<file path="config.mk">
export PLATFORM = sky130hd
export DESIGN_NAME = pe_feeder_flat
export DESIGN_NICKNAME = d
export VERILOG_FILES = /design/src/rtl/pe_pkg.sv /design/src/rtl/pe_feeder_if.sv /design/src/rtl/pe_feed_addr_gen.sv /design/src/rtl/pe_feeder.sv /design/src/flat_wrapper.sv
export SDC_FILE = /design/constraint.sdc
export NUM_CORES = 1
export LEC_CHECK = 0
export ABC_CLOCK_PERIOD_IN_PS = 5600
export CAP_MARGIN = 40
export CORE_AREA = 5 5 234 122
export CTS_BUF_LIST = sky130_fd_sc_hd__clkbuf_4 sky130_fd_sc_hd__clkbuf_8
export CTS_CLUSTER_SIZE = 28
export DETAILED_ROUTE_END_ITERATION = 8
export DIE_AREA = 0 0 239 127
export PLACE_DENSITY = 0.52
export RECOVER_POWER = 50
export SETUP_SLACK_MARGIN = 0.4
export SYNTH_ARGS = -nofsm -noshare
export SYNTH_HDL_FRONTEND = slang
export SYNTH_HIERARCHICAL = 1
export SYNTH_SLANG_ARGS = --single-unit
export TNS_END_PERCENT = 1
</file>
<file path="constraint.sdc">
create_clock -name clk -period 5.6 [get_ports clk]
set_input_delay 0.84 -clock clk [delete_from_list [all_inputs] [get_ports clk]]
set_output_delay 0.84 -clock clk [all_outputs]
set_load 0.01 [all_outputs]
</file>
<file path="src/rtl/pe_pkg.sv">
// Shared definitions for the PE feeder: default widths, kernel tap count and
// the sequencer state encoding.
package pe_pkg;

   localparam int DEF_DATA_BITS     = 16;
   localparam int DEF_INTERNAL_BITS = 32;
   localparam int DEF_ADDR_BITS     = 10;
   localparam int DEF_LEN_BITS      = 10;

   // Taps in the processing element; also the minimum useful row length.
   localparam int KERNEL_TAPS = 3;

   typedef enum logic [2:0] {
      IDLE,
      LOAD_W,
      LOAD_F,
      DRAIN,
      DONE
   } feeder_state_e;

endpackage

</file>
<file path="src/rtl/pe_feeder_if.sv">
// Bus bundle between the feeder and its surroundings: weight memory read
// port, feature memory read port, PE shift/result port and output write port.
// master = the feeder, slave = memories + PE + output memory.
interface pe_feeder_if
   import pe_pkg::*;
#(
   parameter int DATA_BITS     = DEF_DATA_BITS,
   parameter int INTERNAL_BITS = DEF_INTERNAL_BITS,
   parameter int ADDR_BITS     = DEF_ADDR_BITS
);

   // Weight memory read port
   logic                            w_rd;
   logic        [ADDR_BITS-1:0]     w_addr;
   logic signed [DATA_BITS-1:0]     w_rdata;

   // Feature memory read port
   logic                            if_rd;
   logic        [ADDR_BITS-1:0]     if_addr;
   logic signed [DATA_BITS-1:0]     if_rdata;

   // PE shift inputs and combinational dot product
   logic                            W_w;
   logic signed [DATA_BITS-1:0]     W_in;
   logic                            IF_w;
   logic signed [DATA_BITS-1:0]     IF_in;
   logic signed [INTERNAL_BITS-1:0] Result;

   // Output memory write port
   logic                            o_we;
   logic        [ADDR_BITS-1:0]     o_addr;
   logic signed [INTERNAL_BITS-1:0] o_data;

   modport master (
      output w_rd, w_addr,
      input  w_rdata,
      output if_rd, if_addr,
      input  if_rdata,
      output W_w, W_in, IF_w, IF_in,
      input  Result,
      output o_we, o_addr, o_data
   );

   modport slave (
      input  w_rd, w_addr,
      output w_rdata,
      input  if_rd, if_addr,
      output if_rdata,
      input  W_w, W_in, IF_w, IF_in,
      output Result,
      input  o_we, o_addr, o_data
   );

endinterface

</file>
<file path="src/rtl/pe_feed_addr_gen.sv">
// Loadable base+offset address counter. The address wraps modulo
// 2^ADDR_BITS; tc is high while the offset equals the loaded last offset.
module pe_feed_addr_gen
   import pe_pkg::*;
#(
   parameter int ADDR_BITS = DEF_ADDR_BITS,
   parameter int LEN_BITS  = DEF_LEN_BITS
) (
   input  logic                 clk,
   input  logic                 rst,
   input  logic                 load,
   input  logic [ADDR_BITS-1:0] base,
   input  logic [LEN_BITS-1:0]  last_off,
   input  logic                 inc,
   output logic [ADDR_BITS-1:0] addr,
   output logic                 tc
);

   localparam logic [LEN_BITS-1:0] OFF_ONE = LEN_BITS'(1);

   logic [ADDR_BITS-1:0] base_q;
   logic [LEN_BITS-1:0]  off_q;
   logic [LEN_BITS-1:0]  last_q;

   // Base/offset registers: load restarts the offset at zero, inc advances it.
   always_ff @(posedge clk) begin
      // NOTE: reset is sampled on the clock edge (synchronous, active-low) and
      // all state uses non-blocking assignments so every register sees the
      // pre-edge values of its neighbours.
      if (!rst) begin
         base_q <= '0;
         off_q  <= '0;
         last_q <= '0;
      end else if (load) begin
         base_q <= base;
         off_q  <= '0;
         last_q <= last_off;
      end else if (inc) begin
         off_q  <= off_q + OFF_ONE;
      end
   end

   assign addr = base_q + ADDR_BITS'(off_q);
   assign tc   = (off_q == last_q);

endmodule

</file>
<file path="src/rtl/pe_feeder.sv">
// Sequencer feeding one 3-tap MAC PE for a 1-D convolution row.
// Reads three weights then N features, shifts them into the PE, captures the
// PE result once three fresh features are resident and writes N-2 outputs.
// Build option: define PE_FEEDER_RELU_EN to clamp negative results to zero
// before they are registered; timing is the same either way.
module pe_feeder
   import pe_pkg::*;
#(
   parameter int DATA_BITS     = DEF_DATA_BITS,
   parameter int INTERNAL_BITS = DEF_INTERNAL_BITS,
   parameter int ADDR_BITS     = DEF_ADDR_BITS,
   parameter int LEN_BITS      = DEF_LEN_BITS
) (
   input  logic                 clk,
   input  logic                 rst,
   input  logic                 start,
   input  logic [LEN_BITS-1:0]  row_len,
   input  logic [ADDR_BITS-1:0] w_base,
   input  logic [ADDR_BITS-1:0] if_base,
   input  logic [ADDR_BITS-1:0] o_base,
   output logic                 busy,
   output logic                 done,
   pe_feeder_if.master          bus
);

   localparam logic [LEN_BITS-1:0] LEN_ONE    = LEN_BITS'(1);
   localparam logic [LEN_BITS-1:0] TAPS_LAST  = LEN_BITS'(KERNEL_TAPS - 1);
   localparam logic [LEN_BITS-1:0] TAPS_COUNT = LEN_BITS'(KERNEL_TAPS);

   feeder_state_e state, state_nxt;

   logic ld;
   logic w_inc, w_tc;
   logic f_inc, f_tc;
   logic long_job;

   logic                            if_w_d1;
   logic [LEN_BITS-1:0]             cap_cnt;
   logic [LEN_BITS-1:0]             len_q;
   logic [ADDR_BITS-1:0]            o_base_q;
   logic                            o_last;
   logic signed [INTERNAL_BITS-1:0] res_val;
   logic signed [DATA_BITS-1:0]     w_data, f_data;

   assign long_job = (row_len >= TAPS_COUNT);

   // Memory read data goes straight into the PE shift inputs; the shift
   // strobes below are the read requests delayed to line up with the data.
   assign w_data     = bus.w_rdata;
   assign f_data     = bus.if_rdata;
   assign bus.W_in   = w_data;
   assign bus.IF_in  = f_data;

`ifdef PE_FEEDER_RELU_EN
   assign res_val = bus.Result[INTERNAL_BITS-1] ? '0 : bus.Result;
`else
   assign res_val = bus.Result;
`endif

   pe_feed_addr_gen #(
      .ADDR_BITS (ADDR_BITS),
      .LEN_BITS  (LEN_BITS)
   ) u_w_gen (
      .clk      (clk),
      .rst      (rst),
      .load     (ld),
      .base     (w_base),
      .last_off (TAPS_LAST),
      .inc      (w_inc),
      .addr     (bus.w_addr),
      .tc       (w_tc)
   );

   pe_feed_addr_gen #(
      .ADDR_BITS (ADDR_BITS),
      .LEN_BITS  (LEN_BITS)
   ) u_f_gen (
      .clk      (clk),
      .rst      (rst),
      .load     (ld),
      .base     (if_base),
      .last_off (row_len - LEN_ONE),
      .inc      (f_inc),
      .addr     (bus.if_addr),
      .tc       (f_tc)
   );

   // State register.
   always_ff @(posedge clk) begin
      if (!rst) state <= IDLE;
      else      state <= state_nxt;
   end

   // Next-state and control outputs. DONE hands straight back to IDLE, but
   // also samples start so a new job can be accepted in the done cycle.
   always_comb begin
      // NOTE: every signal written here gets a default first, so no branch
      // can leave one unassigned and infer a latch.
      state_nxt  = state;
      ld         = 1'b0;
      w_inc      = 1'b0;
      f_inc      = 1'b0;
      bus.w_rd   = 1'b0;
      bus.if_rd  = 1'b0;
      busy       = 1'b0;
      done       = 1'b0;
      unique case (state)
         IDLE, DONE: begin
            done = (state == DONE);
            if (start) begin
               ld        = long_job;
               state_nxt = long_job ? LOAD_W : DONE;
            end else begin
               state_nxt = IDLE;
            end
         end
         LOAD_W: begin
            busy     = 1'b1;
            bus.w_rd = 1'b1;
            w_inc    = 1'b1;
            if (w_tc) state_nxt = LOAD_F;
         end
         LOAD_F: begin
            busy      = 1'b1;
            bus.if_rd = 1'b1;
            f_inc     = 1'b1;
            if (f_tc) state_nxt = DRAIN;
         end
         DRAIN: begin
            busy = 1'b1;
            if (bus.o_we && o_last) state_nxt = DONE;
         end
         default: state_nxt = IDLE;
      endcase
   end

   // Shift strobes: one-cycle delayed read requests, plus a second delay of
   // the feature strobe that marks the cycle the PE result is settled.
   always_ff @(posedge clk) begin
      if (!rst) begin
         bus.W_w  <= 1'b0;
         bus.IF_w <= 1'b0;
         if_w_d1  <= 1'b0;
      end else begin
         bus.W_w  <= bus.w_rd;
         bus.IF_w <= bus.if_rd;
         if_w_d1  <= bus.IF_w;
      end
   end

   // Result capture: cap_cnt is the index of the feature just shifted in;
   // from the third feature on, the PE holds a full window and its result
   // becomes output cap_cnt-2.
   always_ff @(posedge clk) begin
      if (!rst) begin
         cap_cnt    <= '0;
         len_q      <= '0;
         o_base_q   <= '0;
         o_last     <= 1'b0;
         bus.o_we   <= 1'b0;
         bus.o_addr <= '0;
         bus.o_data <= '0;
      end else begin
         bus.o_we <= 1'b0;
         o_last   <= 1'b0;
         if (ld) begin
            cap_cnt  <= '0;
            len_q    <= row_len;
            o_base_q <= o_base;
         end else if (if_w_d1) begin
            cap_cnt <= cap_cnt + LEN_ONE;
            if (cap_cnt >= TAPS_LAST) begin
               bus.o_we   <= 1'b1;
               bus.o_addr <= o_base_q + ADDR_BITS'(cap_cnt - TAPS_LAST);
               bus.o_data <= res_val;
               o_last     <= (cap_cnt == len_q - LEN_ONE);
            end
         end
      end
   end

endmodule

</file>
<file path="src/flat_wrapper.sv">
// flat-port wrapper written by rule: the top's interface ports become plain ports
module pe_feeder_flat import pe_pkg::*;
#(
   parameter int DATA_BITS     = DEF_DATA_BITS,
   parameter int INTERNAL_BITS = DEF_INTERNAL_BITS,
   parameter int ADDR_BITS     = DEF_ADDR_BITS,
   parameter int LEN_BITS      = DEF_LEN_BITS
)
  (clk, rst, start, row_len, w_base, if_base, o_base, busy, done, bus_w_rd, bus_w_addr, bus_w_rdata, bus_if_rd, bus_if_addr, bus_if_rdata, bus_W_w, bus_W_in, bus_IF_w, bus_IF_in, bus_Result, bus_o_we, bus_o_addr, bus_o_data);
  pe_feeder_if #(.DATA_BITS(DATA_BITS), .INTERNAL_BITS(INTERNAL_BITS), .ADDR_BITS(ADDR_BITS)) bus_i ();
  input  logic clk;
  input  logic rst;
  input  logic start;
  input  logic [LEN_BITS-1:0] row_len;
  input  logic [ADDR_BITS-1:0] w_base;
  input  logic [ADDR_BITS-1:0] if_base;
  input  logic [ADDR_BITS-1:0] o_base;
  output logic busy;
  output logic done;
  output wire logic [$bits(bus_i.w_rd)-1:0] bus_w_rd;
  output wire logic [$bits(bus_i.w_addr)-1:0] bus_w_addr;
  input wire logic [$bits(bus_i.w_rdata)-1:0] bus_w_rdata;
  output wire logic [$bits(bus_i.if_rd)-1:0] bus_if_rd;
  output wire logic [$bits(bus_i.if_addr)-1:0] bus_if_addr;
  input wire logic [$bits(bus_i.if_rdata)-1:0] bus_if_rdata;
  output wire logic [$bits(bus_i.W_w)-1:0] bus_W_w;
  output wire logic [$bits(bus_i.W_in)-1:0] bus_W_in;
  output wire logic [$bits(bus_i.IF_w)-1:0] bus_IF_w;
  output wire logic [$bits(bus_i.IF_in)-1:0] bus_IF_in;
  input wire logic [$bits(bus_i.Result)-1:0] bus_Result;
  output wire logic [$bits(bus_i.o_we)-1:0] bus_o_we;
  output wire logic [$bits(bus_i.o_addr)-1:0] bus_o_addr;
  output wire logic [$bits(bus_i.o_data)-1:0] bus_o_data;
  assign bus_w_rd = bus_i.w_rd;
  assign bus_w_addr = bus_i.w_addr;
  assign bus_i.w_rdata = bus_w_rdata;
  assign bus_if_rd = bus_i.if_rd;
  assign bus_if_addr = bus_i.if_addr;
  assign bus_i.if_rdata = bus_if_rdata;
  assign bus_W_w = bus_i.W_w;
  assign bus_W_in = bus_i.W_in;
  assign bus_IF_w = bus_i.IF_w;
  assign bus_IF_in = bus_i.IF_in;
  assign bus_i.Result = bus_Result;
  assign bus_o_we = bus_i.o_we;
  assign bus_o_addr = bus_i.o_addr;
  assign bus_o_data = bus_i.o_data;
  pe_feeder #(.DATA_BITS(DATA_BITS), .INTERNAL_BITS(INTERNAL_BITS), .ADDR_BITS(ADDR_BITS), .LEN_BITS(LEN_BITS)) u_core (.clk(clk), .rst(rst), .start(start), .row_len(row_len), .w_base(w_base), .if_base(if_base), .o_base(o_base), .busy(busy), .done(done), .bus(bus_i));
endmodule
</file>
* Word level (Yosys, flattened, before mapping)
Index checks and enable logic that the tools add are counted.
** Storage, ports and cells
- Register bits after elaboration :: 131
- Bits of input ports :: 107
** Operators by class
- Add/subtract/negate cells :: 9
- $lt $le $gt $ge :: 2
- Equality and inequality tests :: 10
- Mux-type cells :: 13
- Bitwise gates (word level) :: 4
- Reductions and logical operators :: 9
** Operators with widths (count)
- adder 10 x 1 -> 10 bit, second input constant :: 3
- adder 10 bit :: 3
- equality test 10 bit :: 2
- >= comparator 10 x 2 -> 1 bit, second input constant :: 2
- subtractor 10 x 1 -> 10 bit, second input constant :: 2
- two-way mux 3 bit :: 5
- case mux 3 bit (4 select lines) :: 1
- equality test 10 x 2 -> 1 bit :: 1
- subtractor 10 x 2 -> 10 bit, second input constant :: 1
- two-way mux 1 bit :: 7
- equality test 3 x 2 -> 1 bit, second input constant :: 2
- AND reduction 3 bit :: 2
- OR reduction 3 bit :: 2
- != test 2 x 1 -> 1 bit, second input constant :: 2
- inverter 1 bit :: 4
- OR reduction 2 bit :: 2
- OR reduction 4 bit :: 1
- equality test 3 x 1 -> 1 bit, second input constant :: 1
- equality test 3 bit, second input constant :: 1
- zero test 3 bit :: 1
- != test 2 bit, second input constant :: 1
- logical AND 1 bit :: 1

* Longest topological paths before layout
Gate-level depths: netlist of run 1.
- Word-level depth :: 5
- Gate-level depth with buffers :: 11

* Modules after synthesis
The synthesis of run 1 kept the hierarchy.
** Modules (own cells, without submodules)
- pe_feeder :: instances 1, cells each 522, area an instance 4357.9 um^2
- pe_feed_addr_gen (u_core.u_f_gen) :: instances 1, cells each 175, area an instance 1701.6 um^2
- pe_feed_addr_gen (u_core.u_w_gen) :: instances 1, cells each 175, area an instance 1699.1 um^2

* Least setup slack after synthesis of run 1
Ideal clock, no wire load.
- Path type :: register -> output
- Start point :: reg u_core.u_f_gen.off_q[0]
- End point :: out bus_if_addr[8]
- Arrival :: 1751 ps
- Slack :: 3009 ps
- Stages on the path, launching flop included :: 7
- Path buffers :: 0
- Path through :: dfxtp_1 > ha_1 > fa_1 > a21oi_1 > o211ai_1 > o41ai_1 > xnor2_1
** Between the ends
- Longest elaborated chain between the ends :: 1
** RTL lines
- start: declaration :: line pe_feed_addr_gen.sv:22 : logic [LEN_BITS-1:0] off_q;
- start signal: assignment :: line pe_feed_addr_gen.sv:39 : off_q <= off_q + OFF_ONE;
- adder 10 bit :: line pe_feed_addr_gen.sv:43 : assign addr = base_q + ADDR_BITS'(off_q);
- end: declaration :: line flat_wrapper.sv:24 : output wire logic [$bits(bus_i.if_addr)-1:0] bus_if_addr;
No other way between the ends.

* Final worst setup path of run 1
- Start point :: in row_len[1]
- End point :: reg u_core.u_f_gen.off_q[9]
** Between the ends
- Longest elaborated chain between the ends :: 4
** RTL lines
- start: declaration :: line flat_wrapper.sv:14 : input logic [LEN_BITS-1:0] row_len;
- >= comparator 10 x 2 -> 1 bit :: line pe_feeder.sv:45 : assign long_job = (row_len >= TAPS_COUNT);
- two-way mux 1 bit :: line pe_feeder.sv:110 : if (start) begin
- two-way mux 1 bit :: line pe_feeder.sv:107 : unique case (state)
- OR reduction 2 bit (no source line)
No other way between the ends.
A chain may end at the register's enable or synchronous reset.

==> impl_metrics.py, run 1 <==
metrics = {
    "global_routing": {
        "grt_pass1_wl_mm": 31.9,
        "grt_max_degree": 93,
        "gr-usage-all-layers_pct": 12.9,
        "grt_overflow": 0,
        "grt_pass1_vias": 6237,
        "antenna_found_initial": 0,
    },
    "cts": {
        "clock_path_buffers": 2,
        "cts_setup_buffers": 0,
        "cts.sinks": 140,
        "clk_pin_slew_ns": 0.08,
        "root_buffer": "clkbuf_8",
        "h-tree-depth": 4,
        "cts_buffers": 17,
        "hold_buffers": 0,
        "cts_tree": "yes",
        "clk-insertion-delay-late_ns": 0.46,
        "ctsResizeCount": 0,
    },
    "hold_path": {
        "hp-class": "reg2reg",
        "hold_path_end": "u_core/bus.o_data[11]$_SDFFE_PN0P_",
        "hold_depth": 2,
        "worst_hold_startpoint": "u_core/bus.o_data[11]$_SDFFE_PN0P_",
    },
    "cells_and_area": {
        "nFillCells": 2653,
        "final_cells": 1348,
        "layout-drive-gt1-share_pct": 5.12,
        "final_common_cell": "dfxtp_1",
        "final_nets": 1137,
        "antenna_cells": 0,
        "area_delta_synth_final_pct": 25.2,
        "fin_area_mm2": 0.00972,
        "final_cell_mix": "dfxtp_1, nand2_1, clkdlybuf4s50_1",
        "final_core_util_pct": 37.2,
    },
    "synth": {
        "synth_top_flop_cell": "dfxtp_1",
        "yosys.cell_types.count": 60,
        "syn_area_per_cell_um2": 8.90,
        "async_reset_ff_share_pct": 0,
        "synth_cells": 872,
        "yosys_warnings": 6,
        "synth_edf_count": 0,
        "synth_area_mm2": 0.00776,
        "ys_seq_area_share_pct": 36.1,
        "yosys_register_bits": 140,
    },
    "setup_path": {
        "cp.arrival_ns": 4.87,
        "reg2reg_slack_ns": 1.57,
        "r2r_start": "u_core/state[0]$_SDFFE_PN0P_",
        "endpoint_kind": "flop",
        "crit_buf_inv": 3,
        "crit_fanout": 40,
        "cpPeakStageDelay_ns": 1.46,
        "cp-start-kind": "primary input",
        "r2r-end": "u_core/u_f_gen/off_q[9]$_SDFFE_PP0P_",
        "critPathKind": "in2reg",
        "cp_cell_sequence": "dlygate4sd3_1, ha_1, nor2_1, a31oi_1, clkbuf_1, buf_12, nand2b_1, nor2_1",
        "crit_top_cell": "nor2_1",
        "cp_top_family": "buffers and inverters",
        "cp.required_ns": 5.94,
        "reg2reg_depth": 6,
        "crit_slowest_cell": "clkbuf_1",
    },
    "pwr": {
        "total_leakage_power_nw": 3.87,
        "power_density_mw_per_mm2": 246,
        "power.total_mw": 2.39,
        "ir_drop_uv": 142,
    },
    "route": {
        "drtIter0Drc": 291,
        "vias": 6103,
        "routedWlPerCell_um": 14.2,
        "drt_pre_antenna_iters": 4,
        "antenna_left": 0,
        "drt_drc_violations_left": 0,
        "wirelength_mm": 19.2,
        "via_per_inst": 4.53,
    },
    "timing": {
        "relSlewSlack_pct": -29.1,
        "slew_viol_final": 26,
        "hold_violations": 0,
        "finClkSkew_ns": 0.00998,
        "finalCritPeriodShare_pct": 80.8,
        "fmaxAchievable_mhz": 221,
        "tightestPinTransition_ns": 1.94,
        "tns_ns": 0,
        "rsz0062_at_grt": "false",
        "period_needed_ns": 4.52,
        "setup_viol": 0,
    },
    "die": {
        "core-area_mm2": 0.0261,
        "io_pins": 208,
        "die-area_mm2": 0.0304,
        "fp.dieH_um": 127,
        "rows": 42,
        "die_x_um": 239,
        "initial_core_util_pct": 29.7,
    },
    "place": {
        "dp_hpwl_mm": 14.3,
        "placed_cells": 1318,
        "numPortBuffers": 143,
        "place_area_mm2": 0.00934,
        "globalplace.congestion": 0.804,
    },
    "status": {
        "violations": "max-capacitance violations, max-slew violations",
        "status": "finished with violations",
    },
    "run": {
        "drv_cap": 1,
    },
}
## final cells by class
cell class                      instances  area (µm²)  area share (%)
Multi-Input combinational cell        632        4400            45.3
Sequential cell                       140        2800            28.8
Clock buffer                           24         299            3.08
Tap cell                              352         440            4.53
Inverter                               45         169            1.74
Clock inverter                          6         113            1.16
Timing Repair Buffer                  149        1490            15.3
## per-stage QoR
stage / hold slack, ns / setup WS (ns)
after floorplan: 0.449 / 3.01
after global placement: 0.442 / 2.00
after detailed placement: 0.447 / 2.08
after CTS: 0.459 / 1.61
after global routing: 0.467 / 0.755
final: 0.453 / 1.08
## cells in the mapped netlist, types with 16 or more instances
library cell / n / area share [%]
a21boi_0: 35 / 3.4
a21oi_1: 23 / 1.5
buf_4: 36 / 3.5
clkbuf_1: 16 / 0.77
dfxtp_1: 140 / 36
ha_1: 42 / 6.8
inv_1: 45 / 2.2
mux2i_1: 52 / 6.7
nand2_1: 99 / 4.8
nand3_1: 18 / 1.2
nor2_1: 58 / 2.8
nor2b_1: 62 / 5.0
nor3_1: 17 / 1.1
xnor2_1: 58 / 6.5
xor2_1: 27 / 3.0
## power by group
part / total, mW / internal (mW) / switching (mW)
sequential: 1.07 / 1.04 / 0.0356
clock: 0.867 / 0.485 / 0.383
combinational: 0.450 / 0.237 / 0.213
total: 2.39 / 1.76 / 0.631
## state kept, by name (all words and copies together), names as in the netlist
register / cells
u_core/state: 3
u_core/bus.o_we: 1
u_core/if_w_d1: 1
u_core/bus.o_data: 32
u_core/cap_cnt: 10
u_core/bus.W_w: 1
u_core/bus.o_addr: 10
u_core/len_q: 10
u_core/u_w_gen/base_q: 10
u_core/o_last: 1
u_core/o_base_q: 10
u_core/u_w_gen/last_q: 10
u_core/u_f_gen/last_q: 10
u_core/u_f_gen/off_q: 10
u_core/u_w_gen/off_q: 10
u_core/u_f_gen/base_q: 10
u_core/bus.IF_w: 1
## cell families (layout without fill, tap and decap cells)
family	count (synthesis)	count (layout)	synth area share, %
AOI/OAI and AO/OA	112	112	10.8
xor gates and xnor gates	85	85	9.60
adders and majority gates	45	45	7.55
buffers and inverters	108	224	7.14
DFF	140	140	36.1
muxes	52	52	6.71
other	2	10	0.0968
and+or+nand+nor	328	328	22.0
## layer usage
layer	track usage (%)	vias up	wire, µm	share of wire [%]
met5	0	-	0	0
met4	5.13	0	356	1.9
met3	3.32	34	728	3.8
met2	21.9	77	9210	48
met1	15.9	2856	8880	46
li1	-	3136	-	-
## how the worst max path moves through the flow
stage	start	end	slack, ns	cells past startpoint
after floorplan	u_core/u_f_gen/off_q[0]$_SDFFE_PP0P_	bus_if_addr[8]	3.01	6
after global placement	start	u_core/u_f_gen/off_q[0]$_SDFFE_PP0P_	2.00	6
after detailed placement	row_len[1]	u_core/u_f_gen/off_q[7]$_SDFFE_PP0P_	2.08	8
after CTS	u_core/u_w_gen/off_q[0]$_SDFFE_PP0P_	bus_w_addr[8]	1.61	7
after global routing	row_len[1]	u_core/u_f_gen/off_q[9]$_SDFFE_PP0P_	0.76	8
final	row_len[1]	u_core/u_f_gen/off_q[9]$_SDFFE_PP0P_	1.08	8
## tightest hold or removal path, stage by stage, from the launching register on
cell      delay (ns)
dfxtp_1         0.31
nand2_1         0.05
a21boi_1        0.05
Note: power is estimated with default switching activity, not from simulation.
==> run 2, diff against run 1 <==
Settings changed: ABC_CLOCK_PERIOD_IN_PS 5600 to 3800, PLACE_DENSITY 0.52 to 0.53.
Clock period 5.6 ns to 3.8 ns, I/O delays scaled along.
==> impl_metrics.py, run 2 (synthesized netlist as in run 1, its figures left out) <==
metrics = {
    "route": {
        "via_per_inst": 4.50,
        "drt_pre_antenna_iters": 4,
        "antenna_left": 0,
        "vias": 6081,
        "drtIter0Drc": 300,
        "wirelength_mm": 19.6,
        "drt_drc_violations_left": 0,
        "routedWlPerCell_um": 14.5,
    },
    "setup_path": {
        "cp.required_ns": 3.23,
        "endpoint_kind": "primary output",
        "cp.arrival_ns": 2.80,
        "critPathKind": "reg2out",
        "cp-start-kind": "flop",
        "r2r_start": "u_core/cap_cnt[1]$_SDFFE_PP0P_",
        "crit_fanout": 6,
        "startpoint": "u_core/u_w_gen/off_q[0]$_SDFFE_PP0P_",
    },
    "global_routing": {
        "grt_pass1_wl_mm": 32.0,
        "grt_max_degree": 57,
        "grt_pass1_vias": 6104,
        "antenna_found_initial": 0,
        "gr-usage-all-layers_pct": 13.0,
        "grt_overflow": 0,
    },
    "hold_path": {
        "hp-class": "reg2reg",
        "worst_hold_startpoint": "u_core/bus.o_data[11]$_SDFFE_PN0P_",
    },
    "die": {
        "initial_core_util_pct": 29.7,
        "rows": 42,
        "fp.dieH_um": 127,
        "io_pins": 208,
        "die_x_um": 239,
        "die-area_mm2": 0.0304,
        "core-area_mm2": 0.0261,
    },
    "cells_and_area": {
        "max_flop_register": "u_core/bus.o_data",
        "antenna_cells": 0,
        "final_cells": 1352,
        "final_common_cell": "dfxtp_1",
        "layout-drive-gt1-share_pct": 6.50,
        "area_delta_synth_final_pct": 25.3,
        "final_nets": 1140,
        "largest_register_ff_count": 32,
        "final_cell_mix": "dfxtp_1, nand2_1, clkdlybuf4s50_1",
    },
    "timing": {
        "finalCritPeriodShare_pct": 88.6,
        "period_needed_ns": 3.37,
        "setup_viol": 0,
        "hold_slack_ns": 0.459,
        "finClkSkew_ns": 0.0134,
        "relSlewSlack_pct": -26.9,
        "slew_viol_final": 52,
        "tns_ns": 0,
        "rsz0062_at_grt": "true",
        "hold_violations": 0,
        "fmaxAchievable_mhz": 297,
        "tightestPinTransition_ns": 1.90,
    },
    "pwr": {
        "power_density_mw_per_mm2": 354,
        "ir_drop_uv": 178,
        "power.total_mw": 3.44,
        "total_leakage_power_nw": 3.88,
    },
    "place": {
        "globalplace.congestion": 0.801,
        "placed_cells": 1321,
        "dp_hpwl_mm": 14.8,
        "numPortBuffers": 143,
    },
    "cts": {
        "cts_buffers": 17,
        "cts_setup_buffers": 0,
        "clock_path_buffers": 2,
        "clk_pin_slew_ns": 0.08,
        "root_buffer": "clkbuf_8",
        "h-tree-depth": 4,
        "clk-insertion-delay-late_ns": 0.46,
        "hold_buffers": 0,
        "cts.sinks": 140,
        "cts_tree": "yes",
    },
    "status": {
        "violations": "max-capacitance violations, max-slew violations",
        "status": "finished with violations",
    },
    "run": {
        "drv_cap": 1,
    },
}
run 2: changes by cell type in the layout (fill, tap and decap cells not counted), sizes merged, moves of 2 or more:
cell / previous run / this run
dlygate4sd3: 49 / 46
clkbuf: 26 / 21
buf: 5 / 7
clkinv: 3 / 9
clkdlybuf4s50: 93 / 95
run 2: through the flow:
stage / util (%) / setup WS [ns] / area (µm²)
finish: 37.2 / 0.434 / 9720
global route: 37.2 / 0.307 / 9720
CTS: 37.3 / 0.367 / 9750
detailed placement: 35.8 / 0.782 / 9350
global placement: 35.8 / 0.798 / 9350
floorplan: - / 1.48 / 7790
run 2: area by class of cell:
cell class              instances  area (µm²)
well taps                     352         440
inverters                      45         169
flip-flops and latches        140        2810
multi-input cells             632        4430
clock buffers                  18         248
repair buffers                152        1500
clock inverters                13         125
fillers                      2682       16400
run 2: critical path, stage by stage (launching register included):
cell and delay (ns):
dfxtp_1 0.38, ha_1 0.24, fa_1 0.42, a21oi_2 0.17, o211ai_1 0.15, o41ai_2 0.26, xnor2_1 0.16, clkdlybuf4s50_1 0.55
run 2: repair_timing:
item	in CTS	in global routing
setup endpoints to repair	6	9
resized for setup	6	7
pin swaps	0	0
run 2: where the power goes:
group | switching [mW] | internal (mW) | total (mW)
sequential | 0.0533 | 1.53 | 1.58
combinational | 0.319 | 0.348 | 0.667
clock | 0.597 | 0.589 | 1.19
total | 0.969 | 2.47 | 3.44
run 2: worst paths after layout:
check | end | slack (ns) | depth (start not counted)
hold / removal | u_core/bus.o_data[11]$_SDFFE_PN0P_ | 0.46 | 2
setup / recovery | bus_w_addr[8] | 0.43 | 7
hold reg to reg | u_core/bus.o_data[11]$_SDFFE_PN0P_ | 0.46 | 2
setup reg to reg | u_core/bus.o_addr[9]$_SDFFE_PN0P_ | 1.16 | 11
run 2: metal layers:
| metal | share of wire [%] | wire (µm) | track usage [%] | vias up |
|---|---|---|---|---|
| met5 | 0 | 0 | 0 | - |
| met4 | 2.0 | 383 | 4.79 | 0 |
| met3 | 3.7 | 725 | 3.42 | 33 |
| met2 | 48 | 9430 | 21.5 | 93 |
| met1 | 46 | 9050 | 16.5 | 2825 |
| li1 | - | - | - | 3130 |
==> run 3, diff against run 2 <==
Settings changed: SKIP_CTS_REPAIR_TIMING set to 1, SLEW_MARGIN set to 25.
==> impl_metrics.py, run 3 (synthesized netlist as in run 1, its figures left out) <==
metrics = {
    "place": {
        "numPortBuffers": 143,
        "place_area_mm2": 0.00935,
        "globalplace.congestion": 0.801,
        "post-place-ws_ns": 0.782,
        "dp_hpwl_mm": 14.8,
    },
    "cells_and_area": {
        "final_cell_mix": "dfxtp_1, nand2_1, clkdlybuf4s50_1",
        "antenna_cells": 0,
        "largest_register_ff_count": 32,
        "multi_input_area_mm2": 0.00443,
        "final_nets": 1140,
        "seqCellArea_mm2": 0.00281,
        "nFillCells": 2683,
        "final_common_cell": "dfxtp_1",
        "fin_area_mm2": 0.00972,
        "layout-drive-gt1-share_pct": 6.20,
        "area_delta_synth_final_pct": 25.2,
        "final_core_util_pct": 37.2,
        "max_flop_register": "u_core/bus.o_data",
    },
    "global_routing": {
        "grt.busiest_layer": "met2",
        "grt_max_degree": 57,
        "gr-usage-all-layers_pct": 13.0,
        "use_met1_pct": 16.5,
        "grt_pass1_vias": 6076,
        "grt_pass1_wl_mm": 31.8,
        "grt_overflow": 0,
        "met2_usage_pct": 21.3,
        "met3_usage_pct": 3.42,
        "antenna_found_initial": 0,
    },
    "setup_path": {
        "crit_fanout": 6,
        "cp.arrival_ns": 2.79,
        "critPathKind": "reg2out",
        "cp-start-kind": "flop",
        "cp.required_ns": 3.23,
        "endpoint_kind": "primary output",
    },
    "cts": {
        "h-tree-depth": 4,
        "clock_path_buffers": 2,
        "clk-insertion-delay-late_ns": 0.46,
        "cts_buffers": 17,
        "cts.sinks": 140,
        "clk_pin_slew_ns": 0.08,
        "root_buffer": "clkbuf_8",
        "cts_tree": "yes",
    },
    "die": {
        "die-area_mm2": 0.0304,
        "io_pins": 208,
        "fp.dieH_um": 127,
        "initial_core_util_pct": 29.7,
        "rows": 42,
        "die_x_um": 239,
        "core-area_mm2": 0.0261,
    },
    "route": {
        "routedWlPerCell_um": 14.5,
        "drt_pre_antenna_iters": 4,
        "via_per_inst": 4.49,
        "antenna_left": 0,
        "wirelength_mm": 19.6,
        "vias": 6073,
        "drt_drc_violations_left": 0,
        "drtIter0Drc": 317,
    },
    "timing": {
        "finalCritPeriodShare_pct": 88.5,
        "relSlewSlack_pct": -28.7,
        "period_needed_ns": 3.36,
        "fin_ws_ns": 0.437,
        "hold_violations": 0,
        "tns_ns": 0,
        "fmaxAchievable_mhz": 297,
        "setup_viol": 0,
        "rsz0062_at_grt": "true",
        "finClkSkew_ns": 0.0134,
        "slew_viol_final": 52,
        "tightestPinTransition_ns": 1.93,
    },
    "status": {
        "status": "finished with violations",
        "violations": "max-capacitance violations, max-slew violations",
    },
    "pwr": {
        "power_density_mw_per_mm2": 354,
        "power.total_mw": 3.44,
        "ir_drop_uv": 178,
        "total_leakage_power_nw": 3.89,
    },
    "hold_path": {
        "hp-class": "reg2reg",
    },
    "run": {
        "drv_cap": 1,
    },
}
[run 3: changes by cell type in the layout (fill, tap and decap cells not counted)]
cell            change
dlymetal6s2s_1      +1
a2111oi_1           +1
dlygate4sd2_1       -1
dfxtp_2             -2
a2111oi_2           -1
dfxtp_1             +2
[run 3: layout make-up]
class	instances	share of cell area [%]
clock buffers	18	2.55
clock inverters	13	1.29
inverters	45	1.74
multi-input cells	632	45.6
flip-flops and latches	140	28.9
well taps	352	4.53
repair buffers	152	15.4
[run 3: power breakdown]
group	switching, mW	internal (mW)
logic	0.319	0.348
registers	0.0532	1.53
clock network	0.599	0.589
[run 3: final timing paths]
| check | startpoint | to | slack, ns | cells past startpoint |
|---|---|---|---|---|
| hold reg to reg | u_core/bus.o_data[11]$_SDFFE_PN0P_ | u_core/bus.o_data[11]$_SDFFE_PN0P_ | 0.46 | 2 |
| setup reg to reg | u_core/cap_cnt[1]$_SDFFE_PP0P_ | u_core/bus.o_addr[9]$_SDFFE_PN0P_ | 1.16 | 11 |
| hold / removal | u_core/bus.o_data[11]$_SDFFE_PN0P_ | u_core/bus.o_data[11]$_SDFFE_PN0P_ | 0.46 | 2 |
| setup / recovery | u_core/u_w_gen/off_q[0]$_SDFFE_PP0P_ | bus_w_addr[8] | 0.44 | 7 |
[run 3: per-layer routing]
| layer | wire length (µm) | vias to the layer above |
|---|---|---|
| met1 | 9050 | 2816 |
| met4 | 412 | 0 |
| met2 | 9410 | 92 |
| met5 | 0 | - |
| li1 | - | 3131 |
| met3 | 743 | 34 |
[run 3: worst max-delay path: stages (launching register included)]
cell and delay, ns:
dfxtp_1 0.38, ha_1 0.24, fa_1 0.42, a21oi_2 0.17
o211ai_1 0.15, o41ai_2 0.26, xnor2_1 0.16, clkdlybuf4s50_1 0.55
[run 3: metrics by stage]
step / hold WS, ns / instances
2_1_floorplan: 0.449 / 880
3_3_place_gp: 0.444 / 1321
3_5_place_dp: 0.450 / 1321
4_1_cts: 0.465 / 1352
5_1_grt: 0.486 / 1352
6_report: 0.459 / 1352
